**src/rtl/tl_ab_buffer.sv**
```systemverilog
// tl_ab_buffer: TileLink-UL A/D channel decoupling buffer.
// Two independent registered circular FIFOs; no field is modified.

module tl_ab_fifo #(
  parameter int DEPTH = 2,
  parameter int W     = 8
) (
  input  logic         clock,
  input  logic         reset,
  input  logic         enq_valid,
  output logic         enq_ready,
  input  logic [W-1:0] enq_bits,
  output logic         deq_valid,
  input  logic         deq_ready,
  output logic [W-1:0] deq_bits
);

  localparam int PW = (DEPTH > 1) ? $clog2(DEPTH) : 1;
  localparam int CW = $clog2(DEPTH + 1);
  localparam logic [PW-1:0] LAST = PW'(DEPTH - 1);
  localparam logic [CW-1:0] FULL = CW'(DEPTH);

  logic [W-1:0]  mem [DEPTH];
  logic [PW-1:0] wptr;
  logic [PW-1:0] rptr;
  logic [CW-1:0] count;
  logic          enq;
  logic          deq;

  assign enq = enq_valid & enq_ready;
  assign deq = deq_valid & deq_ready;

  // Handshake flags decode registered count only, never the far side.
  assign enq_ready = (count != FULL);
  assign deq_valid = (count != '0);
  assign deq_bits  = mem[rptr];

  // Storage: accepted beat lands at the write pointer.
  always_ff @(posedge clock or posedge reset) begin
    if (reset) begin
      for (int i = 0; i < DEPTH; i++) begin
        mem[i] <= '0;
      end
    end else if (enq) begin
      mem[wptr] <= enq_bits;
    end
  end

  // Write pointer; explicit wrap since depth need not be a power of two.
  always_ff @(posedge clock or posedge reset) begin
    if (reset) begin
      wptr <= '0;
    end else if (enq) begin
      wptr <= (wptr == LAST) ? '0 : wptr + 1'b1;
    end
  end

  // Read pointer; same explicit wrap.
  always_ff @(posedge clock or posedge reset) begin
    if (reset) begin
      rptr <= '0;
    end else if (deq) begin
      rptr <= (rptr == LAST) ? '0 : rptr + 1'b1;
    end
  end

  // Occupancy: holds when both or neither side moves.
  always_ff @(posedge clock or posedge reset) begin
    if (reset) begin
      count <= '0;
    end else if (enq && !deq) begin
      count <= count + 1'b1;
    end else if (deq && !enq) begin
      count <= count - 1'b1;
    end
  end

endmodule

module tl_ab_buffer #(
  parameter int A_DEPTH = 2,
  parameter int D_DEPTH = 2
) (
  input  logic        clock,
  input  logic        reset,

  output logic        auto_in_a_ready,
  input  logic        auto_in_a_valid,
  input  logic [2:0]  auto_in_a_bits_opcode,
  input  logic [2:0]  auto_in_a_bits_param,
  input  logic [2:0]  auto_in_a_bits_size,
  input  logic [2:0]  auto_in_a_bits_source,
  input  logic [30:0] auto_in_a_bits_address,
  input  logic [7:0]  auto_in_a_bits_mask,
  input  logic [63:0] auto_in_a_bits_data,
  input  logic        auto_in_a_bits_corrupt,

  input  logic        auto_out_a_ready,
  output logic        auto_out_a_valid,
  output logic [2:0]  auto_out_a_bits_opcode,
  output logic [2:0]  auto_out_a_bits_param,
  output logic [2:0]  auto_out_a_bits_size,
  output logic [2:0]  auto_out_a_bits_source,
  output logic [30:0] auto_out_a_bits_address,
  output logic [7:0]  auto_out_a_bits_mask,
  output logic [63:0] auto_out_a_bits_data,
  output logic        auto_out_a_bits_corrupt,

  output logic        auto_out_d_ready,
  input  logic        auto_out_d_valid,
  input  logic [2:0]  auto_out_d_bits_opcode,
  input  logic [1:0]  auto_out_d_bits_param,
  input  logic [2:0]  auto_out_d_bits_size,
  input  logic [2:0]  auto_out_d_bits_source,
  input  logic        auto_out_d_bits_sink,
  input  logic        auto_out_d_bits_denied,
  input  logic [63:0] auto_out_d_bits_data,
  input  logic        auto_out_d_bits_corrupt,

  input  logic        auto_in_d_ready,
  output logic        auto_in_d_valid,
  output logic [2:0]  auto_in_d_bits_opcode,
  output logic [1:0]  auto_in_d_bits_param,
  output logic [2:0]  auto_in_d_bits_size,
  output logic [2:0]  auto_in_d_bits_source,
  output logic        auto_in_d_bits_sink,
  output logic        auto_in_d_bits_denied,
  output logic [63:0] auto_in_d_bits_data,
  output logic        auto_in_d_bits_corrupt
);

  localparam int A_W = 116;
  localparam int D_W = 78;

  logic [A_W-1:0] a_enq_bits;
  logic [A_W-1:0] a_deq_bits;
  logic [D_W-1:0] d_enq_bits;
  logic [D_W-1:0] d_deq_bits;

  assign a_enq_bits = {
    auto_in_a_bits_opcode,
    auto_in_a_bits_param,
    auto_in_a_bits_size,
    auto_in_a_bits_source,
    auto_in_a_bits_address,
    auto_in_a_bits_mask,
    auto_in_a_bits_data,
    auto_in_a_bits_corrupt
  };

  assign {
    auto_out_a_bits_opcode,
    auto_out_a_bits_param,
    auto_out_a_bits_size,
    auto_out_a_bits_source,
    auto_out_a_bits_address,
    auto_out_a_bits_mask,
    auto_out_a_bits_data,
    auto_out_a_bits_corrupt
  } = a_deq_bits;

  assign d_enq_bits = {
    auto_out_d_bits_opcode,
    auto_out_d_bits_param,
    auto_out_d_bits_size,
    auto_out_d_bits_source,
    auto_out_d_bits_sink,
    auto_out_d_bits_denied,
    auto_out_d_bits_data,
    auto_out_d_bits_corrupt
  };

  assign {
    auto_in_d_bits_opcode,
    auto_in_d_bits_param,
    auto_in_d_bits_size,
    auto_in_d_bits_source,
    auto_in_d_bits_sink,
    auto_in_d_bits_denied,
    auto_in_d_bits_data,
    auto_in_d_bits_corrupt
  } = d_deq_bits;

  tl_ab_fifo #(
    .DEPTH (A_DEPTH),
    .W     (A_W)
  ) u_a_fifo (
    .clock     (clock),
    .reset     (reset),
    .enq_valid (auto_in_a_valid),
    .enq_ready (auto_in_a_ready),
    .enq_bits  (a_enq_bits),
    .deq_valid (auto_out_a_valid),
    .deq_ready (auto_out_a_ready),
    .deq_bits  (a_deq_bits)
  );

  tl_ab_fifo #(
    .DEPTH (D_DEPTH),
    .W     (D_W)
  ) u_d_fifo (
    .clock     (clock),
    .reset     (reset),
    .enq_valid (auto_out_d_valid),
    .enq_ready (auto_out_d_ready),
    .enq_bits  (d_enq_bits),
    .deq_valid (auto_in_d_valid),
    .deq_ready (auto_in_d_ready),
    .deq_bits  (d_deq_bits)
  );

endmodule

```
**config.mk**
```make
export PLATFORM = sky130hd
export DESIGN_NAME = tl_ab_buffer
export DESIGN_NICKNAME = d
export VERILOG_FILES = /design/src/rtl/tl_ab_buffer.sv
export SDC_FILE = /design/constraint.sdc
export NUM_CORES = 1
export LEC_CHECK = 0
export ABC_CLOCK_PERIOD_IN_PS = 38100
export CAP_MARGIN = 20
export CORE_ASPECT_RATIO = 1.1
export CORE_MARGIN = 4
export CORE_UTILIZATION = 65
export CTS_BUF_LIST = sky130_fd_sc_hd__clkbuf_4 sky130_fd_sc_hd__clkbuf_8
export CTS_CLUSTER_DIAMETER = 30
export CTS_CLUSTER_SIZE = 28
export DETAILED_ROUTE_END_ITERATION = 7
export DONT_BUFFER_PORTS = 1
export GPL_TIMING_DRIVEN = 0
export HOLD_SLACK_MARGIN = 0.15
export PLACE_DENSITY = 0.79
export SYNTH_ARGS = -nofsm -noshare
export SYNTH_HDL_FRONTEND = slang
export SYNTH_SLANG_ARGS = --single-unit
```
**constraint.sdc**
```tcl
create_clock -name clock -period 38.1 [get_ports clock]
set_clock_uncertainty 0.2 [all_clocks]
set_input_delay 9.525 -clock clock [delete_from_list [all_inputs] [get_ports clock]]
set_output_delay 9.525 -clock clock [all_outputs]
set_load 0.01 [all_outputs]
```
==> flow_summary_export.csv, run 1 <==
group,metric,value,unit
status,status,"finished, final reports clean",
power_and_ir_drop,p_int,1.38,mW
floorplan,num_io_pins,398,
clocking,post_cts_buffers,0,
global_route,grt_max_degree,122,
final_layout,fin_area,19900,um^2
global_route,grtUsageTotal,0.261,
synth,synth.avg_cell_area,16.4,um^2
setup_path,worstSetupPathType,"register to primary output",
synth,synth_common_cells,"mux2_2 (482), dfrtp_1 (396), mux2_4 (100)",
final_layout,multiInputGateArea,7150,um^2
floorplan,die_area,29700,um^2
timing,tightest_slew,0.717,ns
final_layout,diodes,0,
clocking,clock-root-buffer,"clkbuf_8",
floorplan,coreArea,26400,um^2
final_layout,layout-drive-gt1-share,0.654,
power_and_ir_drop,p_sw_frac,0.332,
floorplan,dieWidth,165,um
clocking,cts_resized,0,
hold_path,min_path_type,"register to register",
hold_path,hold-path-cell-count,1,
synth,synth_seq_cells,396,
global_route,overflow,0,
power_and_ir_drop,power_density,103,nW/um^2
global_route,grt_pass1_vias,10400,
clocking,cts_sinks,396,
setup_path,slowest_stage,"clkbuf_1",
setup_path,arrival,2.54,ns
synth,synth_most_common_cell,"mux2_2",
timing,fin_setup_tns,0,ns
timing,fmax,0.0815,GHz
final_layout,nets,1356,
synth,netlist_area,17600,um^2
clocking,ctsHoldBuffers,0,
timing,setup_viol,0,
synth,yosysTopAreaCellShare,0.564,
setup_path,critPathMaxStageDelay,0.47,ns
power_and_ir_drop,peakVddDrop,0.0000601,V
clocking,cts_buffers,79,
setup_path,start_kind,"register",
setup_path,crit_path_cell_trace,"clkbuf_1, buf_2, buf_2, mux2_2",
placed_design,portBuffers,0,
timing,fin_crit_sh,0.322,
synth,yosysWarnings,0,
synth,synthFlopType,"dfrtp_1",
final_layout,regArea,9910,um^2
routing,route.detailed.drc,0,
setup_path,cp.required,28.38,ns
placed_design,placedCellCount,1425,
clocking,cts_buffer_depth,3,
clocking,clkTransAtPathRegs,0.06,ns
floorplan,start_util,0.667,
clocking,cts_tree,"yes",
setup_path,crit_path_end_kind,"primary output",
setup_path,r2r_cells,6,
timing,hold_violations,0,
setup_path,cp_common_cell,"buf_2",
routing,wire_per_inst,25.0,um
global_route,grt_pass1_wl,60000,um
power_and_ir_drop,p_seq_frac,0.362,
synth,yosysSeqAreaShare,0.564,
placed_design,postPlaceCellArea,18100,um^2
synth,synthArstFlopShare,1.00,
floorplan,die_y,180,um
routing,ant_nets,0,
clocking,htree_num_levels,3,
timing,max-slew-margin-rel,0.522,
timing,drv_slew,0,
final_layout,fin_cells,1565,
setup_path,cp_num_buf_inv,3,
synth,synthTopCellsByArea,"dfrtp_1 (56%), mux2_2 (31%), mux2_4 (8.5%)",
placed_design,dp_hpwl,27700,um
setup_path,critical_path_depth,4,
routing,drt-total-wl,39100,um
timing,fin_ws,25.83,ns
setup_path,critical_path.max_fanout,10,
floorplan,row_count,62,
final_layout,area_growth,13.5,%
timing,final.min_clock_period,12.27,ns
power_and_ir_drop,p_sw,0.686,mW
power_and_ir_drop,clkPwrFrac,0.236,
synth,synth_cell_types,20,
synth,syn_inst,1070,
clocking,clk_latency,0.59,ns
synth,synth_edf_count,0,
routing,dr_total_vias,9104,
run,maxCapViolCount,0,
placed_design,place_ws,26.43,ns
synth,synth_area_leader_cell,"dfrtp_1",
power_and_ir_drop,leakage,8.67,nW
routing,drt-pass1-iter-count,4,
final_layout,fillers,1629,
routing,routed_via_density,5.82,
setup_path,critPathTopFamily,"buffers and inverters",
synth,syn_nets,1272,
timing,hold_ws,0.293,ns
timing,rsz0062_at_grt,"false",
routing,drt-initial-drc-count,374,
placed_design,gp_congestion,0.811,
global_route,grt_antenna_before_repair,1,
power_and_ir_drop,pwr-share-comb,0.402,
## cells in the final DEF, fill, tap and decap left out, types with 9 or more instances in the layout
| cell type | netlist | final |
|---|---|---|
| buf_2 | 23 | 23 |
| buf_4 | 19 | 19 |
| buf_8 | 10 | 10 |
| clkbuf_8 | 0 | 94 |
| clkinv_2 | 0 | 9 |
| clkinvlp_4 | 0 | 10 |
| dfrtp_1 | 396 | 396 |
| mux2_2 | 482 | 482 |
| mux2_4 | 100 | 100 |
## power groups by stage
stage | Clock, mW | Sequential, mW | Combinational (mW)
2_1_floorplan | 0 | 0.717 | 0.692
3_3_place_gp | 0 | 0.739 | 0.822
3_5_place_dp | 0 | 0.750 | 0.836
4_1_cts | 0.496 | 0.747 | 0.842
5_1_grt | 0.517 | 0.774 | 0.884
6_report | 0.486 | 0.748 | 0.830
## logic make-up after synthesis
logic type    after synthesis  synth area share
fa+ha+maj                   2           0.00142
buf+inv                    66            0.0296
simple gates               14           0.00626
flops                     396             0.564
mux                       582             0.394
xor+xnor                   10           0.00498
## per-stage QoR
step / util / total power [mW]
6_report: 0.756 / 2.06
5_1_grt: 0.756 / 2.17
4_1_cts: 0.756 / 2.09
3_5_place_dp: 0.687 / 1.59
3_3_place_gp: 0.683 / 1.56
2_1_floorplan: - / 1.41
## cell type report
cell class                 count  area share
sequential                   396       0.497
multi-input combinational    608       0.359
clock buffer                 102      0.0679
buffer                        65      0.0259
clock inverter                38      0.0241
tap                          352      0.0221
timing repair buffer           3     0.00414
inverter                       1    0.000565
## worst reg2reg max path, stage by stage, from the launching register on
cell and delay (ns):
dfrtp_1 0.42, nand2b_4 0.19, and3_4 0.19, buf_6 0.16
buf_6 0.21, buf_8 0.19, mux2_4 0.31
## state kept, by name, indices dropped and copies added, names as in the netlist
| register | count |
|---|---|
| u_a_fifo.count | 2 |
| u_a_fifo.mem | 232 |
| u_a_fifo.rptr | 1 |
| u_a_fifo.wptr | 1 |
| u_d_fifo.count | 2 |
| u_d_fifo.mem | 156 |
| u_d_fifo.rptr | 1 |
| u_d_fifo.wptr | 1 |
## per-layer routing
metal / track usage / wire length (um) / vias up
met5: 0.00505 / 0 / -
met4: 0.108 / 1430 / 0
met3: 0.117 / 4170 / 74
met2: 0.425 / 19000 / 332
met1: 0.298 / 14500 / 4685
li1: - / - / 4013
## worst paths after layout
kind                                                    start                            end  slack [ns]
worst min register to register      u_a_fifo.wptr$_DFFE_PP0P_      u_a_fifo.wptr$_DFFE_PP0P_        0.29
worst max-delay path                u_a_fifo.rptr$_DFFE_PP0P_       auto_out_a_bits_data[28]       25.83
worst max register to register  u_a_fifo.count[0]$_DFFE_PP0P_   u_a_fifo.mem[26]$_DFFE_PP0P_       36.09
max in group asynchronous                               reset  u_d_fifo.mem[106]$_DFFE_PP0P_       27.69
worst min-delay path                u_a_fifo.wptr$_DFFE_PP0P_      u_a_fifo.wptr$_DFFE_PP0P_        0.29
min in group asynchronous                               reset   u_a_fifo.mem[16]$_DFFE_PP0P_        8.61
Power figures use the tool's default switching activity.
==> inputs of run 2 (changes only) <==
--- a/config.mk
+++ b/config.mk
@@ -5,7 +5,7 @@
 export SDC_FILE = /design/constraint.sdc
 export NUM_CORES = 1
 export LEC_CHECK = 0
-export ABC_CLOCK_PERIOD_IN_PS = 38100
+export ABC_CLOCK_PERIOD_IN_PS = 11800
 export CAP_MARGIN = 20
 export CORE_ASPECT_RATIO = 1.1
 export CORE_MARGIN = 4
==> constraint.sdc (replaced) <==
create_clock -name clock -period 11.8 [get_ports clock]
set_clock_uncertainty 0.2 [all_clocks]
set_input_delay 2.95 -clock clock [delete_from_list [all_inputs] [get_ports clock]]
set_output_delay 2.95 -clock clock [all_outputs]
set_load 0.01 [all_outputs]
==> run 2 against run 1 <==
Net effect:
- cell count shrank 0.19%
- via count shrank 0.53%
- register-to-register slack lost 26 ns
- largest cell class unchanged
==> flow_summary_export.csv, run 2 (synthesized netlist as in run 1, its figures left out) <==
group,metric,value,unit
power_and_ir_drop,clkPwrFrac,0.228,
clocking,post_cts_buffers,0,
routing,routed_via_density,5.80,
timing,setup_viol,0,
routing,wl_met2,19200,um
placed_design,portBuffers,0,
clocking,cts_buffer_depth,3,
clocking,clock-root-buffer,"clkbuf_8",
floorplan,start_util,0.667,
global_route,grtUsageTotal,0.257,
clocking,cts_resized,0,
final_layout,layout-drive-gt1-share,0.653,
timing,final.min_clock_period,5.69,ns
setup_path,start_kind,"register",
routing,drt-initial-drc-count,316,
setup_path,crit_path_end_kind,"primary output",
timing,fin_ws,6.11,ns
final_layout,reg_top3,"u_a_fifo.mem: 232 flops, u_d_fifo.mem: 156 flops",
final_layout,largest-register,"u_a_fifo.mem",
final_layout,fillers,1595,
power_and_ir_drop,p_sw_frac,0.330,
timing,hold_ws,0.287,ns
power_and_ir_drop,p_seq_frac,0.366,
global_route,overflow,0,
timing,fin_setup_tns,0,ns
setup_path,arrival,2.54,ns
setup_path,critical_path.max_fanout,10,
routing,drt-pass1-iter-count,4,
clocking,htree_num_levels,3,
clocking,cts_buffers,74,
timing,fmax,0.176,GHz
power_and_ir_drop,p_sw,2.18,mW
final_layout,largest_reg_flops,232,
final_layout,diodes,0,
routing,wl_met1,13700,um
routing,dr_total_vias,9056,
global_route,grt_antenna_before_repair,0,
timing,max-slew-margin-rel,0.533,
routing,highest_layer,"met4",
global_route,grt_max_degree,45,
timing,fin_crit_sh,0.482,
routing,route.detailed.drc,0,
floorplan,row_count,62,
setup_path,cp.required,8.65,ns
floorplan,dieWidth,165,um
timing,rsz0062_at_grt,"false",
floorplan,coreArea,26400,um^2
routing,drt-total-wl,38600,um
timing,hold_violations,0,
floorplan,die_area,29700,um^2
final_layout,area_growth,13.5,%
timing,tightest_slew,0.700,ns
power_and_ir_drop,p_int,4.42,mW
placed_design,dp_hpwl,28300,um
global_route,grt_pass1_vias,10200,
placed_design,gp_congestion,0.788,
status,status,"finished, final reports clean",
final_layout,final_common_cell,"mux2_2",
power_and_ir_drop,leakage,8.67,nW
clocking,ctsHoldBuffers,0,
power_and_ir_drop,power_density,330,nW/um^2
floorplan,die_y,180,um
clocking,cts_sinks,396,
clocking,clk_latency,0.58,ns
final_layout,final_cell_mix,"mux2_2 (482), dfrtp_1 (396), mux2_4 (100)",
clocking,clkTransAtPathRegs,0.06,ns
placed_design,postPlaceCellArea,18200,um^2
routing,route.met3.wl,4460,um
timing,drv_slew,0,
routing,wire_per_inst,24.7,um
final_layout,fin_area,20000,um^2
global_route,grt_pass1_wl,59200,um
final_layout,nets,1359,
run,maxCapViolCount,0,
setup_path,worstSetupPathType,"register to primary output",
floorplan,num_io_pins,398,
power_and_ir_drop,peakVddDrop,0.000217,V
clocking,cts_tree,"yes",
power_and_ir_drop,total_power,6.59,mW
power_and_ir_drop,pwr-share-comb,0.406,
placed_design,place_ws,6.68,ns
hold_path,min_path_type,"register to register",
routing,ant_nets,0,
-- run 2: stage by stage --
stage | util | instances
final | 0.757 | 1562
after global routing | 0.757 | 1562
after CTS | 0.757 | 1562
after detailed placement | 0.692 | 1433
after global placement | 0.683 | 1422
after floorplan | - | 1070
-- run 2: path summary, 6_finish.rpt --
kind                       slack (ns)                            end  cells after the start                          start
hold / removal                   0.29      u_a_fifo.wptr$_DFFE_PP0P_                      1      u_a_fifo.wptr$_DFFE_PP0P_
hold reg to reg                  0.29      u_a_fifo.wptr$_DFFE_PP0P_                      1      u_a_fifo.wptr$_DFFE_PP0P_
min in group asynchronous        2.05  u_a_fifo.mem[207]$_DFFE_PP0P_                      1                          reset
max in group asynchronous        8.02  u_a_fifo.mem[139]$_DFFE_PP0P_                      5                          reset
setup / recovery                 6.11       auto_out_a_bits_data[12]                      4      u_a_fifo.rptr$_DFFE_PP0P_
setup reg to reg                 9.84   u_a_fifo.mem[19]$_DFFE_PP0P_                      6  u_a_fifo.count[0]$_DFFE_PP0P_
-- run 2: worst max-delay path, stage by stage, from the launching register on --
cell      delay (ns)
dfrtp_1         0.31
clkbuf_1        0.50
buf_2           0.39
buf_2           0.33
mux2_2          0.42
-- run 2: power by group through the flow --
stage	Sequential, mW	Combinational [mW]	Clock (mW)
2_1_floorplan	2.31	2.24	0
3_3_place_gp	2.39	2.65	0
3_5_place_dp	2.42	2.70	0
4_1_cts	2.41	2.72	1.53
5_1_grt	2.49	2.85	1.60
6_report	2.41	2.68	1.50
-- run 2: layout make-up --
class	count	area [um^2]	share of cell area
inverter	1	7.51	0.000376
clock inverter	37	505	0.0253
multi-input combinational	608	7150	0.358
buffer	65	517	0.0259
tap	352	440	0.0221
sequential	396	9910	0.496
timing repair buffer	11	220	0.0110
clock buffer	92	1210	0.0606
-- run 2: per-layer routing --
layer | global-route usage | up-vias
met4 | 0.0932 | 0
met5 | 0 | -
met3 | 0.124 | 74
li1 | - | 4016
met1 | 0.285 | 4639
met2 | 0.429 | 327
==> inputs of run 3 (changes only) <==
==> config.mk (replaced) <==
export PLATFORM = sky130hd
export DESIGN_NAME = tl_ab_buffer
export DESIGN_NICKNAME = d
export VERILOG_FILES = /design/src/rtl/tl_ab_buffer.sv
export SDC_FILE = /design/constraint.sdc
export NUM_CORES = 1
export LEC_CHECK = 0
export ABC_CLOCK_PERIOD_IN_PS = 4700
export CAP_MARGIN = 20
export CORE_ASPECT_RATIO = 1.1
export CORE_MARGIN = 4
export CORE_UTILIZATION = 60
export CTS_BUF_LIST = sky130_fd_sc_hd__clkbuf_4 sky130_fd_sc_hd__clkbuf_8
export CTS_CLUSTER_DIAMETER = 30
export CTS_CLUSTER_SIZE = 28
export DETAILED_ROUTE_END_ITERATION = 7
export DONT_BUFFER_PORTS = 1
export GPL_TIMING_DRIVEN = 0
export HOLD_SLACK_MARGIN = 0.15
export PLACE_DENSITY = 0.77
export SYNTH_ARGS = -nofsm -noshare
export SYNTH_HDL_FRONTEND = slang
export SYNTH_SLANG_ARGS = --single-unit
==> constraint.sdc (replaced) <==
create_clock -name clock -period 4.7 [get_ports clock]
set_clock_uncertainty 0.2 [all_clocks]
set_input_delay 1.175 -clock clock [delete_from_list [all_inputs] [get_ports clock]]
set_output_delay 1.175 -clock clock [all_outputs]
set_load 0.01 [all_outputs]
==> run 3 against run 2 <==
Net effect:
- wire length grew 1.6%
- clock power grew to 2.6 times the previous value
- clock-buffer cell count grew 11
- utilization shrank 6.1 points
- total power grew to 2.5 times the previous value
- design area grew 0.38%
==> flow_summary_export.csv, run 3 (synthesized netlist as in run 1, its figures left out) <==
group,metric,value,unit
status,status,"finished, final reports clean",
global_route,grt_antenna_before_repair,0,
setup_path,r2r_end,"u_a_fifo.mem[25]$_DFFE_PP0P_",
power_and_ir_drop,leakage,8.68,nW
power_and_ir_drop,p_int,11.2,mW
timing,fin_ws,0.792,ns
timing,rsz0062_at_grt,"false",
placed_design,portBuffers,0,
setup_path,crit_path_cell_trace,"clkbuf_1, buf_2, buf_2, mux2_2",
final_layout,area_growth,14.0,%
final_layout,nets,1361,
clocking,ctsHoldBuffers,0,
power_and_ir_drop,pwr-share-comb,0.405,
timing,drv_slew,0,
setup_path,cp_num_buf_inv,3,
routing,ant_nets,0,
floorplan,die_y,188,um
global_route,grt_pass1_vias,10200,
global_route,grtUsageTotal,0.243,
clocking,post_cts_buffers,0,
global_route,overflow,0,
floorplan,die_area,32100,um^2
power_and_ir_drop,p_sw_frac,0.330,
timing,max-slew-margin-rel,0.420,
power_and_ir_drop,p_sw,5.48,mW
timing,tightest_slew,0.868,ns
routing,wire_per_inst,24.7,um
floorplan,num_io_pins,398,
placed_design,dp_hpwl,28400,um
global_route,grt_pass1_wl,60500,um
floorplan,row_count,65,
power_and_ir_drop,peakVddDrop,0.000475,V
timing,final.min_clock_period,3.91,ns
setup_path,crit_path_start,"u_a_fifo.rptr$_DFFE_PP0P_",
clocking,cts_buffers,77,
placed_design,gp_congestion,0.789,
timing,fmax,0.256,GHz
clocking,cts_sinks,396,
timing,fin_crit_sh,0.832,
final_layout,largest-register,"u_a_fifo.mem",
setup_path,arrival,2.53,ns
placed_design,place_ws,1.36,ns
final_layout,diodes,0,
final_layout,largest_reg_flops,232,
clocking,clock-root-buffer,"clkbuf_8",
clocking,cts_buffer_depth,3,
timing,fin_setup_tns,0,ns
power_and_ir_drop,p_seq_frac,0.364,
setup_path,start_kind,"register",
routing,dr_total_vias,9124,
floorplan,dieWidth,171,um
floorplan,coreArea,28800,um^2
clocking,cts_resized,0,
final_layout,final_cell_mix,"mux2_2 (482), dfrtp_1 (396), mux2_4 (100)",
timing,hold_violations,0,
power_and_ir_drop,clkPwrFrac,0.231,
clocking,clkTransAtPathRegs,0.07,ns
timing,setup_viol,0,
final_layout,final_common_cell,"mux2_2",
run,maxCapViolCount,0,
routing,drt-initial-drc-count,309,
hold_path,min_path_type,"register to register",
floorplan,start_util,0.611,
setup_path,critical_path_depth,4,
final_layout,layout-drive-gt1-share,0.655,
routing,drt-pass1-iter-count,4,
routing,drt-total-wl,39200,um
power_and_ir_drop,power_density,830,nW/um^2
setup_path,cp.required,3.32,ns
setup_path,worstSetupPathType,"register to primary output",
setup_path,critPathCapture,"auto_out_a_bits_data[19]",
global_route,grt_max_degree,45,
setup_path,reg2reg_slack,2.72,ns
clocking,clk_latency,0.60,ns
setup_path,critical_path.max_fanout,10,
final_layout,reg_top3,"u_a_fifo.mem: 232 flops, u_d_fifo.mem: 156 flops",
routing,route.detailed.drc,0,
final_layout,fillers,1907,
power_and_ir_drop,total_power,16.6,mW
setup_path,critPathMaxStageDelay,0.44,ns
setup_path,slowest_stage,"clkbuf_1",
setup_path,cp_common_cell,"buf_2",
hold_path,hold-path-cell-count,1,
setup_path,critPathTopFamily,"buffers and inverters",
setup_path,r2r-start,"u_a_fifo.count[0]$_DFFE_PP0P_",
clocking,htree_num_levels,3,
setup_path,r2r_cells,6,
routing,routed_via_density,5.75,
setup_path,crit_path_end_kind,"primary output",
clocking,cts_tree,"yes",
## run 3: cell types whose count changed in the layout (fill, tap and decap cells not counted), sizes merged
cell	previous run	this run
buf	71	70
inv	2	1
clkbuf	97	108
clkinv	16	11
clkinvlp	10	17
bufinv	10	8
## run 3: worst min path at each step
stage,startpoint,end
after floorplan,u_d_fifo.wptr$_DFFE_PP0P_,u_d_fifo.wptr$_DFFE_PP0P_
after global placement,u_d_fifo.wptr$_DFFE_PP0P_,u_d_fifo.wptr$_DFFE_PP0P_
after detailed placement,u_d_fifo.wptr$_DFFE_PP0P_,u_d_fifo.wptr$_DFFE_PP0P_
after CTS,u_d_fifo.wptr$_DFFE_PP0P_,u_d_fifo.wptr$_DFFE_PP0P_
after global routing,u_a_fifo.wptr$_DFFE_PP0P_,u_a_fifo.wptr$_DFFE_PP0P_
final,u_d_fifo.wptr$_DFFE_PP0P_,u_d_fifo.wptr$_DFFE_PP0P_
## run 3: layout make-up
type	count	area (um^2)	area share
tap	368	460	0.0230
clock inverter	36	435	0.0217
clock buffer	103	1360	0.0676
sequential	396	9910	0.495
timing repair buffer	10	200	0.00999
inverter	1	7.51	0.000375
buffer	65	517	0.0258
multi-input combinational	608	7150	0.357
## run 3: power by group through the flow
stage / clock [mW] / sequential [mW] / combinational (mW)
2_1_floorplan: 0 / 5.81 / 5.61
3_3_place_gp: 0 / 5.99 / 6.68
3_5_place_dp: 0 / 6.07 / 6.81
4_1_cts: 3.94 / 6.04 / 6.85
5_1_grt: 4.11 / 6.26 / 7.18
6_report: 3.85 / 6.05 / 6.74
## run 3: worst register-to-register path, delay by kind of cell, from the launching register on
family,cells,cell delay [ns]
flops,1,0.41
mux,1,0.31
simple gates,2,0.37
buf+inv,3,0.55
## run 3: stage by stage
stage                     area (um^2)   util  cells  hold slack [ns]
after floorplan                 17600      -   1070            0.256
after global placement          18000  0.627   1438            0.271
after detailed placement        18200  0.634   1448            0.275
after CTS                       20000  0.696   1587            0.287
after global routing            20000  0.696   1587            0.307
final                           20000  0.696   1587            0.285
## run 3: layer usage
metal,GRT usage,part of all wire,wire length [um],up-vias
met5,0,0,0,-
met4,0.0735,0.026,1030,0
met3,0.125,0.11,4480,63
met2,0.402,0.49,19300,327
met1,0.274,0.37,14400,4703
li1,-,-,-,4031
